--- config.mk ---
export PLATFORM = sky130hd
export DESIGN_NAME = coeff_bank_ctrl_flat
export DESIGN_NICKNAME = d
export VERILOG_FILES = /design/src/rtl/coeff_bank_if.sv /design/src/rtl/coeff_bank_ctrl.sv /design/src/flat_wrapper.sv
export SDC_FILE = /design/constraint.sdc
export NUM_CORES = 1
export LEC_CHECK = 0
export CAP_MARGIN = 20
export CORE_UTILIZATION = 50
export CTS_CLUSTER_DIAMETER = 80
export DETAILED_ROUTE_END_ITERATION = 10
export GPL_TIMING_DRIVEN = 1
export PLACE_DENSITY = 0.87
export SYNTH_ARGS = -nofsm -noshare
export SYNTH_HDL_FRONTEND = slang
export SYNTH_SLANG_ARGS = --single-unit
--- constraint.sdc ---
create_clock -name clk -period 4.7 [get_ports clk]
set_input_delay 0.94 -clock clk [delete_from_list [all_inputs] [get_ports clk]]
set_output_delay 0.94 -clock clk [all_outputs]
set_load 0.02 [all_outputs]
--- src/rtl/coeff_bank_if.sv ---
// Coefficient bank bus: the loader-side request channel plus the bank
// contents and status flags returned to the loader and MAC datapath.
interface coeff_bank_if #(
    parameter int COEFF_W = 16
);
    logic                      load_coeff;
    logic [1:0]                coefficient_num;
    logic signed [COEFF_W-1:0] coeff_data;
    logic                      filter_busy;
    logic                      modwait;
    logic                      clear_new_coeff;
    logic                      coeff_valid;
    logic [4*COEFF_W-1:0]      coeff_out;
    logic                      load_err;

    modport master (
        output load_coeff, coefficient_num, coeff_data, filter_busy,
        input  modwait, clear_new_coeff, coeff_valid, coeff_out, load_err
    );

    modport slave (
        input  load_coeff, coefficient_num, coeff_data, filter_busy,
        output modwait, clear_new_coeff, coeff_valid, coeff_out, load_err
    );
endinterface

--- src/rtl/coeff_bank_ctrl.sv ---
// Coefficient bank controller: accepts one coefficient per load_coeff pulse,
// defers the write while the datapath is mid-sample, paces it over
// LOAD_CYCLES write cycles and commits it into a four-entry bank.
module coeff_bank_ctrl #(
    parameter int COEFF_W     = 16,
    parameter int LOAD_CYCLES = 3
) (
    input  logic         clk,
    input  logic         n_reset,
    coeff_bank_if.slave  bus
);
    localparam int             CNT_W    = $clog2(LOAD_CYCLES) + 1;
    localparam logic [CNT_W-1:0] CNT_LOAD = CNT_W'(LOAD_CYCLES - 1);

    typedef enum logic [1:0] {
        IDLE  = 2'd0,
        DEFER = 2'd1,
        WRITE = 2'd2
    } state_t;

    state_t                    state;
    state_t                    state_nxt;
    logic [CNT_W-1:0]          cnt;
    logic [CNT_W-1:0]          cnt_nxt;
    logic                      accept;
    logic                      commit;
    logic [1:0]                hold_num;
    logic signed [COEFF_W-1:0] hold_data;
    logic signed [COEFF_W-1:0] bank [4];

    // Next-state, write-pacing counter and accept/commit strobes.
    always_comb begin
        state_nxt = state;
        cnt_nxt   = cnt;
        accept    = 1'b0;
        commit    = 1'b0;
        case (state)
            IDLE: begin
                if (bus.load_coeff) begin
                    accept = 1'b1;
                    if (bus.filter_busy) begin
                        state_nxt = DEFER;
                    end else begin
                        state_nxt = WRITE;
                        cnt_nxt   = CNT_LOAD;
                    end
                end
            end
            DEFER: begin
                if (!bus.filter_busy) begin
                    state_nxt = WRITE;
                    cnt_nxt   = CNT_LOAD;
                end
            end
            WRITE: begin
                if (cnt != '0) begin
                    cnt_nxt = cnt - CNT_W'(1);
                end else begin
                    commit    = 1'b1;
                    state_nxt = IDLE;
                end
            end
            default: state_nxt = IDLE;
        endcase
    end

    // The loader must see busy in the very cycle it raises a request.
    assign bus.modwait = (state != IDLE) | bus.load_coeff;

    // State register and write-pacing counter.
    always_ff @(posedge clk) begin
        if (!n_reset) begin
            state <= IDLE;
            cnt   <= '0;
        end else begin
            state <= state_nxt;
            cnt   <= cnt_nxt;
        end
    end

    // Capture the request; requests arriving outside IDLE never reach here.
    always_ff @(posedge clk) begin
        if (!n_reset) begin
            hold_num  <= '0;
            hold_data <= '0;
        end else if (accept) begin
            hold_num  <= bus.coefficient_num;
            hold_data <= bus.coeff_data;
        end
    end

    // Bank storage; a reset discards any write still in flight.
    always_ff @(posedge clk) begin
        if (!n_reset) begin
            for (int i = 0; i < 4; i++) begin
                bank[i] <= '0;
            end
        end else if (commit) begin
            bank[hold_num] <= hold_data;
        end
    end

    // Status flags: set-complete pulse, set-valid level and rejected-request pulse.
    always_ff @(posedge clk) begin
        if (!n_reset) begin
            bus.clear_new_coeff <= 1'b0;
            bus.coeff_valid     <= 1'b0;
            bus.load_err        <= 1'b0;
        end else begin
            bus.clear_new_coeff <= commit && (hold_num == 2'd3);
            bus.load_err        <= bus.load_coeff && (state != IDLE);
            if (commit && (hold_num == 2'd3)) begin
                bus.coeff_valid <= 1'b1;
            end else if (accept && (bus.coefficient_num == 2'd0)) begin
                bus.coeff_valid <= 1'b0;
            end
        end
    end

    // Flatten the bank onto the output bus, entry n at bits [n*COEFF_W +: COEFF_W].
    always_comb begin
        bus.coeff_out = '0;
        for (int i = 0; i < 4; i++) begin
            bus.coeff_out[i*COEFF_W +: COEFF_W] = bank[i];
        end
    end
endmodule

--- src/flat_wrapper.sv ---
// flat-port wrapper written by rule: the top's interface ports become plain ports
module coeff_bank_ctrl_flat 
#(
    parameter int COEFF_W     = 16,
    parameter int LOAD_CYCLES = 3
)
  (clk, n_reset, bus_load_coeff, bus_coefficient_num, bus_coeff_data, bus_filter_busy, bus_modwait, bus_clear_new_coeff, bus_coeff_valid, bus_coeff_out, bus_load_err);
  coeff_bank_if #(.COEFF_W(COEFF_W)) bus_i ();
  input  logic clk;
  input  logic n_reset;
  input wire logic [$bits(bus_i.load_coeff)-1:0] bus_load_coeff;
  input wire logic [$bits(bus_i.coefficient_num)-1:0] bus_coefficient_num;
  input wire logic [$bits(bus_i.coeff_data)-1:0] bus_coeff_data;
  input wire logic [$bits(bus_i.filter_busy)-1:0] bus_filter_busy;
  output wire logic [$bits(bus_i.modwait)-1:0] bus_modwait;
  output wire logic [$bits(bus_i.clear_new_coeff)-1:0] bus_clear_new_coeff;
  output wire logic [$bits(bus_i.coeff_valid)-1:0] bus_coeff_valid;
  output wire logic [$bits(bus_i.coeff_out)-1:0] bus_coeff_out;
  output wire logic [$bits(bus_i.load_err)-1:0] bus_load_err;
  assign bus_i.load_coeff = bus_load_coeff;
  assign bus_i.coefficient_num = bus_coefficient_num;
  assign bus_i.coeff_data = bus_coeff_data;
  assign bus_i.filter_busy = bus_filter_busy;
  assign bus_modwait = bus_i.modwait;
  assign bus_clear_new_coeff = bus_i.clear_new_coeff;
  assign bus_coeff_valid = bus_i.coeff_valid;
  assign bus_coeff_out = bus_i.coeff_out;
  assign bus_load_err = bus_i.load_err;
  coeff_bank_ctrl #(.COEFF_W(COEFF_W), .LOAD_CYCLES(LOAD_CYCLES)) u_core (.clk(clk), .n_reset(n_reset), .bus(bus_i));
endmodule
======== Word-level counts from Yosys, hierarchy flattened ========
Memory sizes are Yosys's and may differ from the RTL's.
Index checks and enable logic that the tools add are counted.
storage, ports and cells
  output and inout port bits .............. 68
  RAM bits ................................ 64
  memories ................................ 1
  register bits ........................... 26
  word-level logic and storage cells ...... 51
memories
  name         depth  width  rd ports  clocked after Yosys merged registers in  write ports  RTL line               text
  u_core.bank  4      16     4         0                                        4            coeff_bank_ctrl.sv:29  logic signed [COEFF_W-1:0] bank [4];
cells by class
  add/sub/neg operators ................... 1
  equality and inequality tests ........... 7
  muxes and demuxes ....................... 22
  bitwise operators ....................... 1
  reduce and logical (&&, ||, !) cells .... 12
operators with widths
  operator             count
  $mux 16              1
  $reduce_or 16->1     1
  $mux 1               11
  $mux 2               5
  $mux 3               3
  $pmux 3 s3           1
  $ne 2x2->1 const B   3
  $pmux 2 s3           1
  $reduce_and 3->1     2
  $reduce_bool 3->1    2
  $eq 2x2->1 const B   2
  $logic_not 2->1      2
  $reduce_bool 2->1    2
  $logic_and 1x1->1    3
  $sub 3x1->3 const B  1
  $eq 2x1->1 const B   1
  $ne 2x1->1 const B   1
  $or 1x1->1           1

======== Longest topological paths before layout ========
Gate-level depths: netlist of the first run.
  word-level depth ........................ 8
  depth in mapped cells ................... 7
  gate-level depth less buffers ........... 6

======== Worst setup path before layout of the first run ========
No wires, ideal clock.
  kind .................................... input port to output port
  start point ............................. in bus_load_coeff
  end point ............................... out bus_modwait
  cell stages on the path ................. 1
  data arrival time ....................... 1.343 ns
  required time ........................... 3.760 ns
  slack ................................... 2.417 ns
  path through ............................ or3_1
on the way
  word-level cells in the longest chain between the ends .. 1
RTL lines
  item                RTL line               text
  start: declaration  flat_wrapper.sv:11     input wire logic [$bits(bus_i.load_coeff)-1:0] bus_load_coeff;
  $or 1x1->1          coeff_bank_ctrl.sv:68  assign bus.modwait = (state != IDLE) | bus.load_coeff;
  end: declaration    flat_wrapper.sv:15     output wire logic [$bits(bus_i.modwait)-1:0] bus_modwait;
Every way passes these cells.

======== Worst setup path after layout of the first run ========
Ends and elaborated chain as after synthesis.

==> metrics list, run 1 <==
- Run status: finished clean
- In this run the tightest slew margin relative to its limit is 50.0%.
* Clock transition at path regs: 80 ps
- Combined area of the multi-input logic cells: 971 um^2
* Series of cell instances along the critical path: clkdlybuf4s50_1, or3_1, clkdlybuf4s50_1
- Clk root buf: clkbuf_8
- Crit Reg-Reg Endpoint: u_core.bank[2][4]
- After floorplanning, the core was sized to cover between 6000 and 7000 um^2.
- For this block, the via count after detailed routing is 2,280.
* Instance area at placement: 4420 um^2
* Final hold violation count: 0
- Setup total negative slack on the finished layout was measured at 0 ps.
- In the final routed layout, each cell accounts on average for 16.6 um.
- IR analysis of the VDD net gives a maximum drop of between 0.0001 and 0.00015 V.
* Total of hold buffers inserted after clock tree synthesis: 0
- Post-route DRC: 0
* Post-detailed-route count of antenna-violating nets: 0
* Setup repair after global routing missed its margin: no
* Power density over the cells: 338 nW/um^2
- TritonCTS built the clock tree.
* Number of enable-type register cells in the synthesized netlist: 64
- Width of the die: 85.5 um
* Height of the chip: 85.5 um
- The critical path in this run is classified as input port to output pin.
- Static leakage power: 1.74 nW
* Number of antenna violations at the first check in global routing: 0
- The worst setup path is launched from an input port.
- Maximum number of buffers from clock root to sink: 2
- Hold Path Origin: u_core.hold_data[0]
- Num CTS Buffers: 9
- Max Slew Vio Count: 0
* Count of H-tree levels built during CTS: 3
* Worst hold slack after final layout: 516 ps
* Number of synthesis warnings: 0
- Most common library cell in the layout ignoring fill and taps: clkdlybuf4s50_1
- Quantity of gates resized following cts: 0
- Die area: ~7300 um^2
- Top cells by area in the synthesized netlist: edfxtp_1 (55%), dfxtp_1 (15%), and2_1 (8.1%)
- The worst setup path is captured at an output pin.
- In this run the worst hold path is classified as flop to flop.
* Worst Reg-to-Reg Cells: 6
- Final min period: 3200 ps
- Number of buffers inserted to repair setup after CTS: 0
- Crit path arrival time: 2260 ps
- Leaving out fill and tap cells, the most frequent cells in the layout are clkdlybuf4s50_1 (89), edfxtp_1 (64), and2_1 (45), nand2_1 (42), dfxtp_1 (26).
- Drt pass-1 iters: 4
- The cell area that synthesis handed to floorplanning was 3490 um^2.
- The top cell type by area accounts for approximately 55% of the synthesized area.
- In the post-route analysis, the smallest setup slack over all paths is between 1000 and 1500 ps.
- The synthesized design contains 90 register bits.
- The congestion estimate from routability-driven global placement came to around 0.77.
- Pre-CTS setup slack: 1290 ps
* Sequential cell area: 2440 um^2
- Of all nets on the critical path, the largest fanout is 5.
- Final layout net count: ~380
- For this run, the leading register cell type out of synthesis is edfxtp_1.
* Slowest-stage cell, CP: clkdlybuf4s50_1
* Maximum number of pins on one net before global-route repair: 48
- Setup violations, final: 0
- Clock latency at the later pin of the worst-skew pair: 350 ps
* Relative area change from synthesis to final layout: 32.1%
* Distinct cells, synth: 32
- 90 I/O pins were placed.
- Between clock sinks in the finished design, the worst skew comes to 10.1 ps.
* Number of placement rows: 30
- Global routing used 21.0% of the available tracks.
- Final std cell area, no fill: 4610 um^2
- Synth Instances: 262
- Counting instances, the worst hold path has a depth of 2.
- Async set or reset register ratio after synthesis: 0%
* Via count of the first global-routing pass: 2,211
- # diodes: 0
* Measured slew at the worst slew-check pin: 749 ps
- Grt total ovfl: 0
* Final cycle utilization of the critical path: 68.2%
- Detail Placement HPWL: 5.06 mm
- In the routed layout, each cell is associated on average with a via count of 5.23.
* Delay contributed by the slowest stage of the critical path: about 540 ps
- # fillers: 483
- Net count after synthesis: between 200 and 300
* Maximum capacitance violations: 0
- Port buffering added around 90 buffers.
- Wire length of the first global-routing pass: 11.2 mm
- Most frequent cell on the critical path: clkdlybuf4s50_1
- After the first detailed-routing iteration, the DRC count stood at 137.
* Achievable Freq: 312 MHz
* Data required, critical path: ~3800 ps
- The post-route netlist has 8.99% of its cells at a drive strength greater than 1.
- Yosys top cell by area: edfxtp_1
* Drt total wl: 7.25 mm
- Summing the sequential cell areas from Yosys gives 70.0% of the chip area.
- Avg Synthesized Cell Area: 13.3 um^2
- CTS sink cnt: 90
- Initial cell density of the core: 51.6%
- The worst register-to-register path begins at u_core.cnt[0].
- The path with the worst hold slack has its endpoint at u_core.hold_data[0].
* R2R Setup Slk: 2070 ps
==> sequential cells by signal, summed over array words and instances (netlist names) <==
register                    cells
u_core.bank                    64
u_core.bus.clear_new_coeff      1
u_core.bus.coeff_valid          1
u_core.bus.load_err             1
u_core.cnt                      3
u_core.hold_data               16
u_core.hold_num                 2
u_core.state                    2
==> area by class of cell <==
cell class	instances	share of cell area (%)
Clock buffer	11	2.85
Sequential cell	90	53.0
Multi-Input combinational cell	157	21.1
Tap cell	80	2.17
Clock inverter	5	1.22
Timing Repair Buffer	90	19.5
Inverter	3	0.244
==> worst max-delay path: cells and delay by family <==
kind          cells  cell delay (ps)
buf+inv           2             1010
simple gates      1              320
==> per-layer routing <==
layer  vias up  GRT usage [%]  share of wire [%]
met5         -              0                  0
met4         0           11.4                2.5
met3        11           4.14                5.4
met2        75           36.5                 53
met1      1110           24.7                 39
li1       1084              -                  -
==> power by group <==
group	leakage (nW)	switching [mW]	internal, mW
Clock	0.0933	0.252	0.245
Combinational	0.774	0.0851	0.0710
Sequential	0.876	0.0249	0.881
==> cell usage after synthesis, drive strengths merged (2+ instances only) <==
library cell	n
and3	17
ha	2
edfxtp	64
nand2	43
dfxtp	26
nor3	2
nor2	7
and2	50
a21boi	19
nor3b	2
buf	5
nand2b	3
inv	3
clkbuf	7
==> cells by family (layout without fill, tap and decap cells) <==
group | after synthesis | after routing | share of synthesized area, %
and+or+nand+nor | 130 | 130 | 21.6
adders and majority gates | 2 | 2 | 0.717
buffers and inverters | 15 | 109 | 2.19
DFF | 90 | 90 | 70.0
AOI/OAI and AO/OA | 25 | 25 | 5.52
==> worst max path at each step <==
stage	from	end	cells after the start
floorplan	bus_load_coeff	bus_modwait	1
global placement	n_reset	u_core.bank[2][13]	5
detailed placement	n_reset	u_core.bank[2][10]	5
CTS	bus_load_coeff	bus_modwait	3
global route	n_reset	u_core.bank[2][4]	5
finish	bus_load_coeff	bus_modwait	3
==> stage by stage <==
| step | power [mW] | cells | util, % |
|---|---|---|---|
| 2_1_floorplan | 0.995 | 262 | - |
| 3_3_place_gp | 1.08 | 420 | 65.5 |
| 3_5_place_dp | 1.08 | 420 | 65.5 |
| 4_1_cts | 1.56 | 436 | 68.2 |
| 5_1_grt | 1.61 | 436 | 68.2 |
| 6_report | 1.56 | 436 | 68.2 |
(Power assumes the default switching activity.)
==> inputs of run 2 (changes only) <==
- CORE_UTILIZATION: 50 -> 48
- PLACE_DENSITY: 0.87 -> 0.84
- clock period: 4.7 -> 3.05 ns (I/O delays scaled with it)
==> run 2 against run 1 <==
Compared with the run above: critical path depth stayed put; clock power grew 40%; sequential share of layout area is 0.14 points lower; via count down 1.7%; clock skew decreased by 3.4 ps; wire length shrank 6.6%; critical endpoint unchanged; non-clock buffer count grew 2; global-route usage shrank 2.3 points; final cell count rose by 4.1%; combinational power rose by 53%; largest power group unchanged; sequential cell count is the same.
==> metrics list, run 2 (synthesis results as in run 1) <==
* Via count of the first global-routing pass: 2,103 (was 2,211)
- The remaining antenna violation count after routing was 0 (unchanged).
- The total routed wirelength was 6.77 mm (was 7.25 mm).
- Crit path arrival time: 1950 ps (was 2260 ps)
- The worst-case clock skew was 6.78 ps (was 10.1 ps).
* Floorplan core area: 6910 um^2 (was 6760 um^2)
* Static leakage power: 1.75 nW (was 1.74 nW)
- Tightest Hold Check Type: flop to flop (unchanged)
- The startpoint of the worst-slack reg-to-reg timing path was u_core.cnt[0] (unchanged).
* Fraction of power consumed by sequential logic: 59.9% (was 58.1%)
- The category of the worst setup path launch point was an input port (unchanged).
- The DRC violation count after routing came to 0 (unchanged).
* Maximum capacitance violations: 0 (unchanged)
- # diodes: 0 (unchanged)
- Setup violations, final: 0 (unchanged)
* Clock latency at the later pin of the worst-skew pair: 350 ps (about the same)
* Wirelength per Cell: 14.9 um (was 16.6 um)
- The share of total power consumed by net switching is 23.3% (was 23.2%).
- Quantity of gates resized following cts: 0 (unchanged)
- Final weighted congestion of routability-driven global placement: 0.788 (was 0.773)
- Detail Placement HPWL: 4.86 mm (was 5.06 mm)
- The number of buffers and inverters on the critical path came to 2 (unchanged).
- Based on the critical path, the design can be clocked at up to 390 MHz.
- The proportion of power drawn by the clock network came to 29.9% (was 31.9%).
* Die area: 7620 um^2 (was 7320 um^2)
* Number of antenna violations at the first check in global routing: 0 (unchanged)
- Wire length of the first global-routing pass: 10.3 mm (was 11.2 mm)
* Setup TNS after final layout: 0 ps (unchanged)
- Clk root buf: clkbuf_8 (unchanged)
- The total number of clock tree sinks came to 90 (unchanged).
- Height of the chip: 87.3 um (was 85.5 um)
- TritonCTS clock tree: built (unchanged)
* Port Buf Inserts: 89 (unchanged)
- Width of the die: 87.3 um (was 85.5 um)
- Max Slew Vio Count: 0 (unchanged)
* Hold Path Origin: u_core.hold_data[11] (was u_core.hold_data[0])
- Total of hold buffers inserted after clock tree synthesis: 0 (unchanged)
* Final min period: about 2600 ps
- R2R Setup Slk: 740 ps (was 2070 ps)
* Initial cell density of the core: 50.5% (was 51.6%)
- Top library cells by usage in the layout, fill and taps aside: clkdlybuf4s50_1 (89), edfxtp_1 (64), and2_1 (45), nand2_1 (42), dfxtp_1 (26) (unchanged)
- The endpoint kind of the worst setup timing path is an output pin (unchanged).
- Worst IR drop on VDD: 0.000225 V (was 0.000137 V)
- The overall routing resource usage is 18.7% (was 21.0%).
- Starting DRC count in detailed routing: 91 (was 137)
- Final cycle utilization of the critical path: between 80% and 90%
- Delay contributed by the slowest stage of the critical path: 540 ps (about the same)
* Max FFs per register: 64 (unchanged)
- The detailed-route via count is 2,242 (was 2,280).
- Biggest registers after layout: u_core.bank (64), u_core.hold_data (16), u_core.cnt (3) (unchanged).
* Number of placement rows: 30 (unchanged)
* Data required, critical path: 2440 ps (was 3760 ps)
- Series of cell instances along the critical path: clkdlybuf4s50_1, or3_1, clkdlybuf4s50_1 (unchanged).
- Most common library cell in the layout ignoring fill and taps: clkdlybuf4s50_1 (unchanged)
- Final layout net count: 377 (was 375)
- # fillers: 512 (was 483)
- Internal Pwr Total: 1.79 mW (was 1.20 mW)
- Setup repair after global routing missed its margin: no (unchanged).
- The via density per instance was 4.94 (was 5.23).
- Critical-path maximum fanout: 5 (unchanged)
* Maximum number of buffers from clock root to sink: 2 (unchanged)
* Worst hold endpoint: u_core.hold_data[11] (was u_core.hold_data[0])
- Start-to-end type of the worst setup path: input port to output pin (unchanged)
- Pre-CTS setup slack: 493 ps (was 1290 ps)
- Critical path startpoint: bus_load_coeff (unchanged)
- The number of buffers inserted by post-CTS setup repair was 0 (unchanged).
- The most frequent cell on the critical path was clkdlybuf4s50_1 (unchanged).
- The pin slew with the least headroom to its limit was 804 ps (was 749 ps).
* Maximum number of pins on one net before global-route repair: 47 (was 48)
- The sum of overflow across all layers after global routing is 0 (unchanged).
* Num CTS Buffers: 9 (unchanged)
- The switching component of the power was 543 uW (was 362 uW).
- The relative area change from synthesis to final layout came to 32.5% (was 32.1%).
* Combined area of the multi-input logic cells: 971 um^2 (unchanged)
- Count of H-tree levels built during CTS: 3 (unchanged)
- The category of cells accounting for the largest share of critical-path delay is buffers and inverters (unchanged).
* Power density over the cells: 504 nW/um^2 (was 338 nW/um^2)
* Combinational share of power: 10.2% (was 10.0%)
* Clock transition at path regs: 70 ps (was 80 ps)
* Run status: finished clean (unchanged)
* Fraction of final layout cells sized beyond drive strength 1: 9.22% (was 8.99%)
* Crit Reg-Reg Endpoint: u_core.bank[2][5] (was u_core.bank[2][4])
* Post-layout worst setup margin: 486 ps (was 1500 ps)
- The area occupied by registers was 2440 um^2 (unchanged).
- The number of cells traversed by the worst hold path was 2 (unchanged).
- Final hold violation count: 0 (unchanged)
* Max_slew headroom: 46.4% (was 50.0%)
* Largest reg by FF count: u_core.bank (unchanged)
* I/O pin count: 90 (unchanged)
* Drt pass-1 iters: 4 (unchanged)
- Worst Reg-to-Reg Cells: 6 (unchanged)
- Slowest-stage cell, CP: clkdlybuf4s50_1 (unchanged)
==> run 2: cell count changes in the layout (fill, tap and decap cells not counted) <==
| cell | delta |
|---|---|
| bufinv_16 | -1 |
| clkbuf_8 | +1 |
| clkinv_4 | -1 |
| inv_4 | +1 |
| clkinvlp_4 | -1 |
| buf_4 | +2 |
| clkbuf_1 | +1 |
==> run 2: final cells by class <==
cell class / instances / share of cell area, %
Clock buffer: 13 / 3.22
Sequential cell: 90 / 52.8
Tap cell: 96 / 2.60
Clock inverter: 3 / 0.352
Timing Repair Buffer: 92 / 19.8
Inverter: 3 / 0.244
Multi-Input combinational cell: 157 / 21.0
==> run 2: worst max path at each step <==
stage                                   end  slack (ps)  cells after the start
final                           bus_modwait         490                      3
after global routing            bus_modwait         460                      3
after floorplan           u_core.bank[2][0]        1010                      6
after global placement          bus_modwait         510                      3
after CTS                       bus_modwait         480                      3
after detailed placement        bus_modwait         490                      3
==> run 2: stage by stage <==
step | area, um^2 | cells | power (mW) | util, % | hold WS, ps
floorplan | 3490 | 262 | 1.53 | - | 464
global placement | 4460 | 438 | 1.65 | 64.5 | 478
detailed placement | 4460 | 438 | 1.66 | 64.5 | 482
CTS | 4620 | 454 | 2.34 | 66.9 | 504
global route | 4620 | 454 | 2.41 | 66.9 | 526
finish | 4620 | 454 | 2.33 | 66.9 | 506
==> run 2: per-layer routing <==
layer	share of wire [%]	up-vias	wire (um)	GRT usage [%]
met5	0	-	0	0
met3	4.7	11	318	3.13
met4	1.9	0	128	9.84
li1	-	1086	-	-
met1	42	1067	2870	24.2
met2	51	78	3450	30.3
==> run 2: worst register-to-register path, cell delays in order, from the launching register on <==
cell,delay [ps]
dfxtp_1,310
inv_1,90
ha_1,200
and4bb_4,380
nand2_4,120
nor3b_4,190
nand2b_1,650
==> run 2: power by group through the flow <==
stage | Clock (mW) | Combinational (mW) | Sequential [mW]
6_report | 0.696 | 0.238 | 1.39
5_1_grt | 0.752 | 0.256 | 1.40
4_1_cts | 0.708 | 0.241 | 1.39
3_5_place_dp | 0 | 0.240 | 1.42
3_3_place_gp | 0 | 0.234 | 1.42
2_1_floorplan | 0 | 0.0773 | 1.46
